`config.mk`:
```
export PLATFORM = sky130hd
export DESIGN_NAME = xvc_mm_axil_bridge
export DESIGN_NICKNAME = d
export VERILOG_FILES = /design/src/rtl/xvc_mm_axil_bridge.sv
export SDC_FILE = /design/constraint.sdc
export NUM_CORES = 1
export LEC_CHECK = 0
export CAP_MARGIN = 5
export CORE_MARGIN = 10
export CORE_UTILIZATION = 41
export CTS_CLUSTER_DIAMETER = 100
export DETAILED_ROUTE_END_ITERATION = 7
export GPL_TIMING_DRIVEN = 0
export PLACE_DENSITY_LB_ADDON = 0.1
export SYNTH_ARGS = -nofsm -noshare
export SYNTH_HDL_FRONTEND = slang
export SYNTH_SLANG_ARGS = --single-unit
```
`constraint.sdc`:
```
create_clock -name clk -period 3.9 [get_ports clk]
set_input_delay 0.585 -clock clk [delete_from_list [all_inputs] [get_ports clk]]
set_output_delay 0.585 -clock clk [all_outputs]
set_load 0.005 [all_outputs]
```
`src/rtl/xvc_mm_axil_bridge.sv`:
```
// Bridge from the XVC core's simple register port to a single-outstanding AXI4-Lite master.
// Each WRITE or READ command becomes one AXI-Lite transaction. Completion is reported by a
// one-cycle wdone or rvalid pulse. err records any non-OKAY response since reset.
module xvc_mm_axil_bridge #(
  parameter int unsigned                AXI_ADDR_WIDTH = 32,
  parameter logic [AXI_ADDR_WIDTH-1:0]  BASE_ADDR      = '0
) (
  input  logic                      clk,
  input  logic                      rst,

  // XVC core side
  input  logic [11:0]               addr,
  input  logic [31:0]               wdata,
  input  logic [1:0]                opcode,
  output logic [31:0]               rdata,
  output logic                      rvalid,
  output logic                      wdone,
  output logic                      busy,

  // AXI-Lite write address
  output logic [AXI_ADDR_WIDTH-1:0] m_axil_awaddr,
  output logic [2:0]                m_axil_awprot,
  output logic                      m_axil_awvalid,
  input  logic                      m_axil_awready,

  // AXI-Lite write data
  output logic [31:0]               m_axil_wdata,
  output logic [3:0]                m_axil_wstrb,
  output logic                      m_axil_wvalid,
  input  logic                      m_axil_wready,

  // AXI-Lite write response
  input  logic [1:0]                m_axil_bresp,
  input  logic                      m_axil_bvalid,
  output logic                      m_axil_bready,

  // AXI-Lite read address
  output logic [AXI_ADDR_WIDTH-1:0] m_axil_araddr,
  output logic [2:0]                m_axil_arprot,
  output logic                      m_axil_arvalid,
  input  logic                      m_axil_arready,

  // AXI-Lite read data
  input  logic [31:0]               m_axil_rdata,
  input  logic [1:0]                m_axil_rresp,
  input  logic                      m_axil_rvalid,
  output logic                      m_axil_rready,

  output logic                      err
);

  localparam logic [1:0] OpWrite = 2'd1;
  localparam logic [1:0] OpRead  = 2'd2;

  typedef enum logic [2:0] {
    StIdle,
    StWr,
    StWrResp,
    StRdAddr,
    StRdData
  } state_e;

  state_e                    state_q;
  logic [AXI_ADDR_WIDTH-1:0] axi_addr;
  logic                      aw_hs;
  logic                      w_hs;
  logic                      ar_hs;

  // Sum wraps naturally at AXI_ADDR_WIDTH bits.
  assign axi_addr = BASE_ADDR + AXI_ADDR_WIDTH'(addr);

  assign aw_hs = m_axil_awvalid & m_axil_awready;
  assign w_hs  = m_axil_wvalid  & m_axil_wready;
  assign ar_hs = m_axil_arvalid & m_axil_arready;

  // Fixed AXI attributes: unprivileged, secure, data access; full-word writes only.
  assign m_axil_awprot = 3'b000;
  assign m_axil_arprot = 3'b000;
  assign m_axil_wstrb  = 4'hF;

  // Transaction sequencer; every handshake and status output is a flop driven from here.
  always_ff @(posedge clk) begin
    if (rst) begin
      state_q        <= StIdle;
      busy           <= 1'b0;
      wdone          <= 1'b0;
      rvalid         <= 1'b0;
      err            <= 1'b0;
      rdata          <= '0;
      m_axil_awaddr  <= '0;
      m_axil_awvalid <= 1'b0;
      m_axil_wdata   <= '0;
      m_axil_wvalid  <= 1'b0;
      m_axil_bready  <= 1'b0;
      m_axil_araddr  <= '0;
      m_axil_arvalid <= 1'b0;
      m_axil_rready  <= 1'b0;
    end else begin
      // Completion pulses last a single cycle.
      wdone  <= 1'b0;
      rvalid <= 1'b0;

      unique case (state_q)
        StIdle: begin
          if (opcode == OpWrite) begin
            m_axil_awaddr  <= axi_addr;
            m_axil_wdata   <= wdata;
            m_axil_awvalid <= 1'b1;
            m_axil_wvalid  <= 1'b1;
            busy           <= 1'b1;
            state_q        <= StWr;
          end else if (opcode == OpRead) begin
            m_axil_araddr  <= axi_addr;
            m_axil_arvalid <= 1'b1;
            busy           <= 1'b1;
            state_q        <= StRdAddr;
          end
        end

        StWr: begin
          // AW and W retire independently; a dropped valid means that channel is done.
          if (aw_hs) m_axil_awvalid <= 1'b0;
          if (w_hs)  m_axil_wvalid  <= 1'b0;
          if ((aw_hs || !m_axil_awvalid) && (w_hs || !m_axil_wvalid)) begin
            m_axil_bready <= 1'b1;
            state_q       <= StWrResp;
          end
        end

        StWrResp: begin
          // bready high: waiting for B. bready low: response taken, report next.
          if (m_axil_bready) begin
            if (m_axil_bvalid) begin
              m_axil_bready <= 1'b0;
              if (m_axil_bresp != 2'b00) err <= 1'b1;
            end
          end else begin
            wdone   <= 1'b1;
            busy    <= 1'b0;
            state_q <= StIdle;
          end
        end

        StRdAddr: begin
          if (ar_hs) begin
            m_axil_arvalid <= 1'b0;
            m_axil_rready  <= 1'b1;
            state_q        <= StRdData;
          end
        end

        StRdData: begin
          // Same two-phase scheme as StWrResp, keyed on rready.
          if (m_axil_rready) begin
            if (m_axil_rvalid) begin
              m_axil_rready <= 1'b0;
              rdata         <= m_axil_rdata;
              if (m_axil_rresp != 2'b00) err <= 1'b1;
            end
          end else begin
            rvalid  <= 1'b1;
            busy    <= 1'b0;
            state_q <= StIdle;
          end
        end

        default: state_q <= StIdle;
      endcase
    end
  end

endmodule

```
======== Word-level counts from Yosys, hierarchy flattened ========
Cells that the tools add are included.
cells by class
  add/subtract/negate cells ............... 0
  bitwise operators ....................... 6
  divide/modulo/power cells ............... 0
  eq/ne operators ......................... 22
  $mul .................................... 0
  reduce and logical (&&, ||, !) cells .... 27
  shifts and indexed selects .............. 0
  magnitude comparators ................... 0
  muxes and demuxes ....................... 37
operators by type and width
  kind                                                             number
  2-bit != test, second input constant                             15
  1-bit two-way mux                                                23
  3-bit two-way mux                                                6
  3-bit one-hot mux with 5 select lines                            1
  2-bit nonzero test                                               7
  1-bit one-hot mux with 2 select lines                            6
  3-bit AND reduction                                              4
  4-bit AND reduction                                              2
  7-bit AND reduction                                              1
  3-bit by 2-bit == test with 1-bit output, second input constant  2
  2-bit AND reduction                                              3
  5-bit AND reduction                                              1
  2-bit OR reduction                                               2
  1-bit bitwise AND                                                3
  3-bit by 1-bit == test with 1-bit output, second input constant  1
  3-bit == test, second input constant                             1
  3-bit zero test                                                  1
  3-bit != test, second input constant                             1
  1-bit inverter                                                   3
  1-bit one-hot mux with 3 select lines                            1
  3-bit nonzero test                                               1
  2-bit by 1-bit == test with 1-bit output, second input constant  1
  2-bit == test, second input constant                             1
  1-bit zero test                                                  2
  2 further kinds                                                  3
storage, ports and cells
  memories ................................ 0
  bits of input ports ..................... 89
  word-level logic and storage cells ...... 106
  memory bits (read-only) ................. 0
  latch bits .............................. 0
  output and inout port bits .............. 147
  register bits after elaboration ......... 100
  RAM bits ................................ 0

======== Logic depth before layout (Yosys ltp) ========
  word-level depth ........................ 5
  gate-level depth with buffers ........... 7
  mapped depth without buffers ............ 6

======== Worst setup path before layout ========
Ideal clock, no wire load.
  kind .................................... in2reg
  start point ............................. in opcode[0]
  end point ............................... reg busy
  stages .................................. 6
  path buffers ............................ 0
  required time ........................... 3.830 ns
  arrival ................................. 1.664 ns
  slack ................................... 2.166 ns
  setup time .............................. 0.070 ns
  cells stage by stage .................... inv_1 > ha_1 > nor2b_1 > a211oi_4 > or3b_1 > a21oi_1
on the way
  word-level cells in the longest chain between the ends .. 3
  elaborated cells between the ends (all ways) .. 6
  classes of those cells .................. eq/ne (3); mux (2); reduce/logical (1)
RTL lines
  what                                                                                    RTL line  source
  start: declaration                                                                      14        input logic [1:0] opcode,
  2-bit by 1-bit == test with 1-bit output or 2-bit == test (tied branches)               105, 112
  3-bit != test (no line) or 1-bit two-way mux (tied branches)                            --
  4-bit AND reduction (no line) or 1-bit one-hot mux with 3 select lines (tied branches)  --
  end signal: assignment                                                                  110       busy <= 1'b1;
  end signal: assignment                                                                  115       busy <= 1'b1;
  end signal: assignment                                                                  139       busy <= 1'b0;
  end: declaration                                                                        18        output logic busy,
Several ways; a longest one is shown, not always the timed one.
A chain may end at the register's enable or synchronous reset.

======== Worst setup path in the final report ========
Same ends and word-level chain as after synthesis.

==> out/qor.yml <==
status: "finished clean"
cp-end-kind: "flip-flop"
yosys.area.top_type: "dfxtp_1"
hold_class: "flip-flop to flip-flop"
cts.sinks: 100
overflow: 0
slew_violations: 0
start_kind: "input pin"
yosysWarningCount: 0
holdBufCountCts: 0
die_w_um: 120
power_per_cell_area_nw_per_um2: 391
drv_cap: 0
clkLatencyLatePin_ps: 350
synth-edff-count: 0
syn_area_sq_um: 4120
root_buffer: "clkbuf_8"
cts.clk_slew.worst_paths_ps: 100
die-area_sq_um: 14500
firstDrtPassIters: 4
synth_ff_type: "dfxtp_1"
fin_crit_ps: 2010
cts_max_level: 3
irDropWorstVdd_mv: 0.230
pre_cts_slack_ps: 1550
synth-seq-cells: 100
antenna_found_initial: 0
cts_tree: "done"
diodes: 0
die_h_um: 120
arrival_ps: 2290
via_per_inst: 4.45
grt_pass1_vias: 3866
worstPathRequired_ps: 4180
tns_ps: 0
gp_congestion: 0.818
nFillCells: 845
grt_util_all_layers: 0.171
drc: 0
max_freq_mhz: 497
io_pins: 236
cts_resized: 0
post-route-period-util: 0.516
synthTopCellsByArea: "dfxtp_1 (49%), nand2_1 (17%), a21oi_1 (12%), buf_4 (9.3%), buf_6 (2.7%)"
netlist_instances: 513
vias: 3977
io_buffers: 184
post_cts_buffers: 0
hpwlAfterDp_um: 10600
skew_ps: 15.7
synth_cell_types: 31
grt_setup_unrepaired: "false"
layout.nets: 848
timing_hold_violations_final: 0
routed_wl_um: 13200
syn2layout_area_growth_pct: 57.6
yosysTopAreaCellShare: 0.486
slew-limit-headroom: 0.620
worst_pin_slew_ps: 570
syn_avg_cell_area_sq_um: 8.04
grt_first_pass_wirelength_um: 20400
core_sq_um: 9770
initial_utilization: 0.422
num_rows: 36
ant_nets: 0
drt_iter0_markers: 173
cts_inserted_buffers: 9
wl_per_cell_um: 14.7
path_class: "input pin to flip-flop"
grt_max_degree: 17
critPathMaxFanout: 3
setup_viol: 0
yosysSeqAreaShare: 0.486
fin_ws_ps: 1890
p_leak_nw: 2.51
synth-async-reset-ratio: 0
cts.path.max_buffers: 2
drive_gt1_frac: 0.121
[cells in the final DEF, fill, tap and decap left out]
| cell type | count |
|---|---|
| dfxtp_1 | 100 |
| buf_2 | 9 |
| nand2_1 | 187 |
| nand3_1 | 5 |
| nand2b_1 | 1 |
| and2_1 | 2 |
| nor2b_1 | 4 |
| a32oi_1 | 1 |
| inv_1 | 4 |
| nor3b_2 | 2 |
| o221a_2 | 1 |
| clkinv_4 | 2 |
| inv_6 | 1 |
| or3b_1 | 2 |
| a21o_1 | 2 |
| a211oi_4 | 1 |
| o211ai_2 | 1 |
| ha_1 | 3 |
| conb_1 | 50 |
| clkdlybuf4s50_1 | 184 |
| mux2i_1 | 2 |
| nor3_4 | 1 |
| o21ai_0 | 4 |
| nor3b_1 | 1 |
| buf_6 | 10 |
| nor3_1 | 1 |
| nor4_1 | 2 |
| a21oi_1 | 95 |
| nor2_1 | 4 |
| clkbuf_8 | 11 |
| clkbuf_1 | 12 |
| clkinvlp_4 | 1 |
| and3_1 | 1 |
| buf_4 | 51 |
| o21ba_2 | 1 |
| nand4_1 | 1 |
[synth_stat cells, drive strengths merged, types with 3 or more instances]
cell / n
clkbuf: 12
nor2: 4
buf: 70
inv: 4
a21oi: 95
nor3b: 3
nand2: 187
nor2b: 4
nand3: 5
dfxtp: 100
ha: 3
o21ai: 4
[cell families (layout without fill, tap and decap cells)]
family / after synthesis / count (layout) / share of synthesized area
AND/OR/NAND/NOR: 214 / 214 / 0.214
AO/OA/AOI/OAI: 106 / 106 / 0.139
flip-flops: 100 / 100 / 0.486
buffers and inverters: 86 / 285 / 0.146
adder cells (fa/ha/maj): 3 / 3 / 0.00911
other: 2 / 50 / 0.00182
multiplexers: 2 / 2 / 0.00486
[critical path: stages]
cell and delay, ps:
clkdlybuf4s50_1 480, inv_1 60, ha_1 310, nor2b_1 230
a211oi_4 80, or3b_1 390, a21oi_1 160
[flip-flops by register name (all words and copies together), names as in the netlist]
signal          cells
m_axil_wdata       32
rdata              32
m_axil_araddr      12
m_axil_awaddr      12
state_q             3
busy                1
err                 1
m_axil_arvalid      1
m_axil_awvalid      1
m_axil_bready       1
m_axil_rready       1
m_axil_wvalid       1
rvalid              1
wdone               1
[per-stage QoR]
| stage | area [sq um] | utilization | hold WS, ps | cells | total power, mW |
|---|---|---|---|---|---|
| after floorplan | 4300 | - | 453 | 561 | 1.60 |
| after global placement | 6310 | 0.646 | 441 | 878 | 1.94 |
| after detailed placement | 6310 | 0.646 | 445 | 878 | 1.96 |
| after CTS | 6500 | 0.665 | 458 | 893 | 2.57 |
| after global routing | 6500 | 0.665 | 472 | 893 | 2.69 |
| final | 6500 | 0.665 | 455 | 893 | 2.54 |
[final cells by class]
class | instances | area, sq um | share of cell area
plain buffers | 82 | 586 | 0.0901
multi-input cells | 375 | 1700 | 0.262
clock buffers | 11 | 151 | 0.0233
flip-flops and latches | 100 | 2000 | 0.308
well taps | 133 | 166 | 0.0256
inverters | 4 | 15.0 | 0.00231
clock inverters | 4 | 33.8 | 0.00520
repair buffers | 184 | 1840 | 0.284
[report_power, final]
part           switching, mW  leakage [nW]  internal (mW)  total [mW]
sequential            0.0626         0.811           1.12        1.18
clock                  0.345        0.0920          0.268       0.613
combinational          0.336          1.61          0.414       0.749
[per-layer routing]
metal | part of all wire | vias to the layer above | track usage
met4 | 0.0099 | 0 | 0.0445
met5 | 0 | - | 0
li1 | - | 2040 | -
met1 | 0.38 | 1780 | 0.187
met3 | 0.13 | 10 | 0.0838
met2 | 0.48 | 147 | 0.291
[worst paths after layout]
kind	from	endpoint	slack (ps)	cells past startpoint
setup reg to reg	state_q[1]$_SDFFE_PP0P_	m_axil_araddr[11]$_SDFFE_PP0P_	2390	5
hold reg to reg	rdata[29]$_SDFFE_PP0P_	rdata[29]$_SDFFE_PP0P_	460	2
hold / removal	rdata[29]$_SDFFE_PP0P_	rdata[29]$_SDFFE_PP0P_	460	2
setup / recovery	opcode[0]	busy$_SDFFE_PP0P_	1890	7
(Power assumes the default switching activity.)
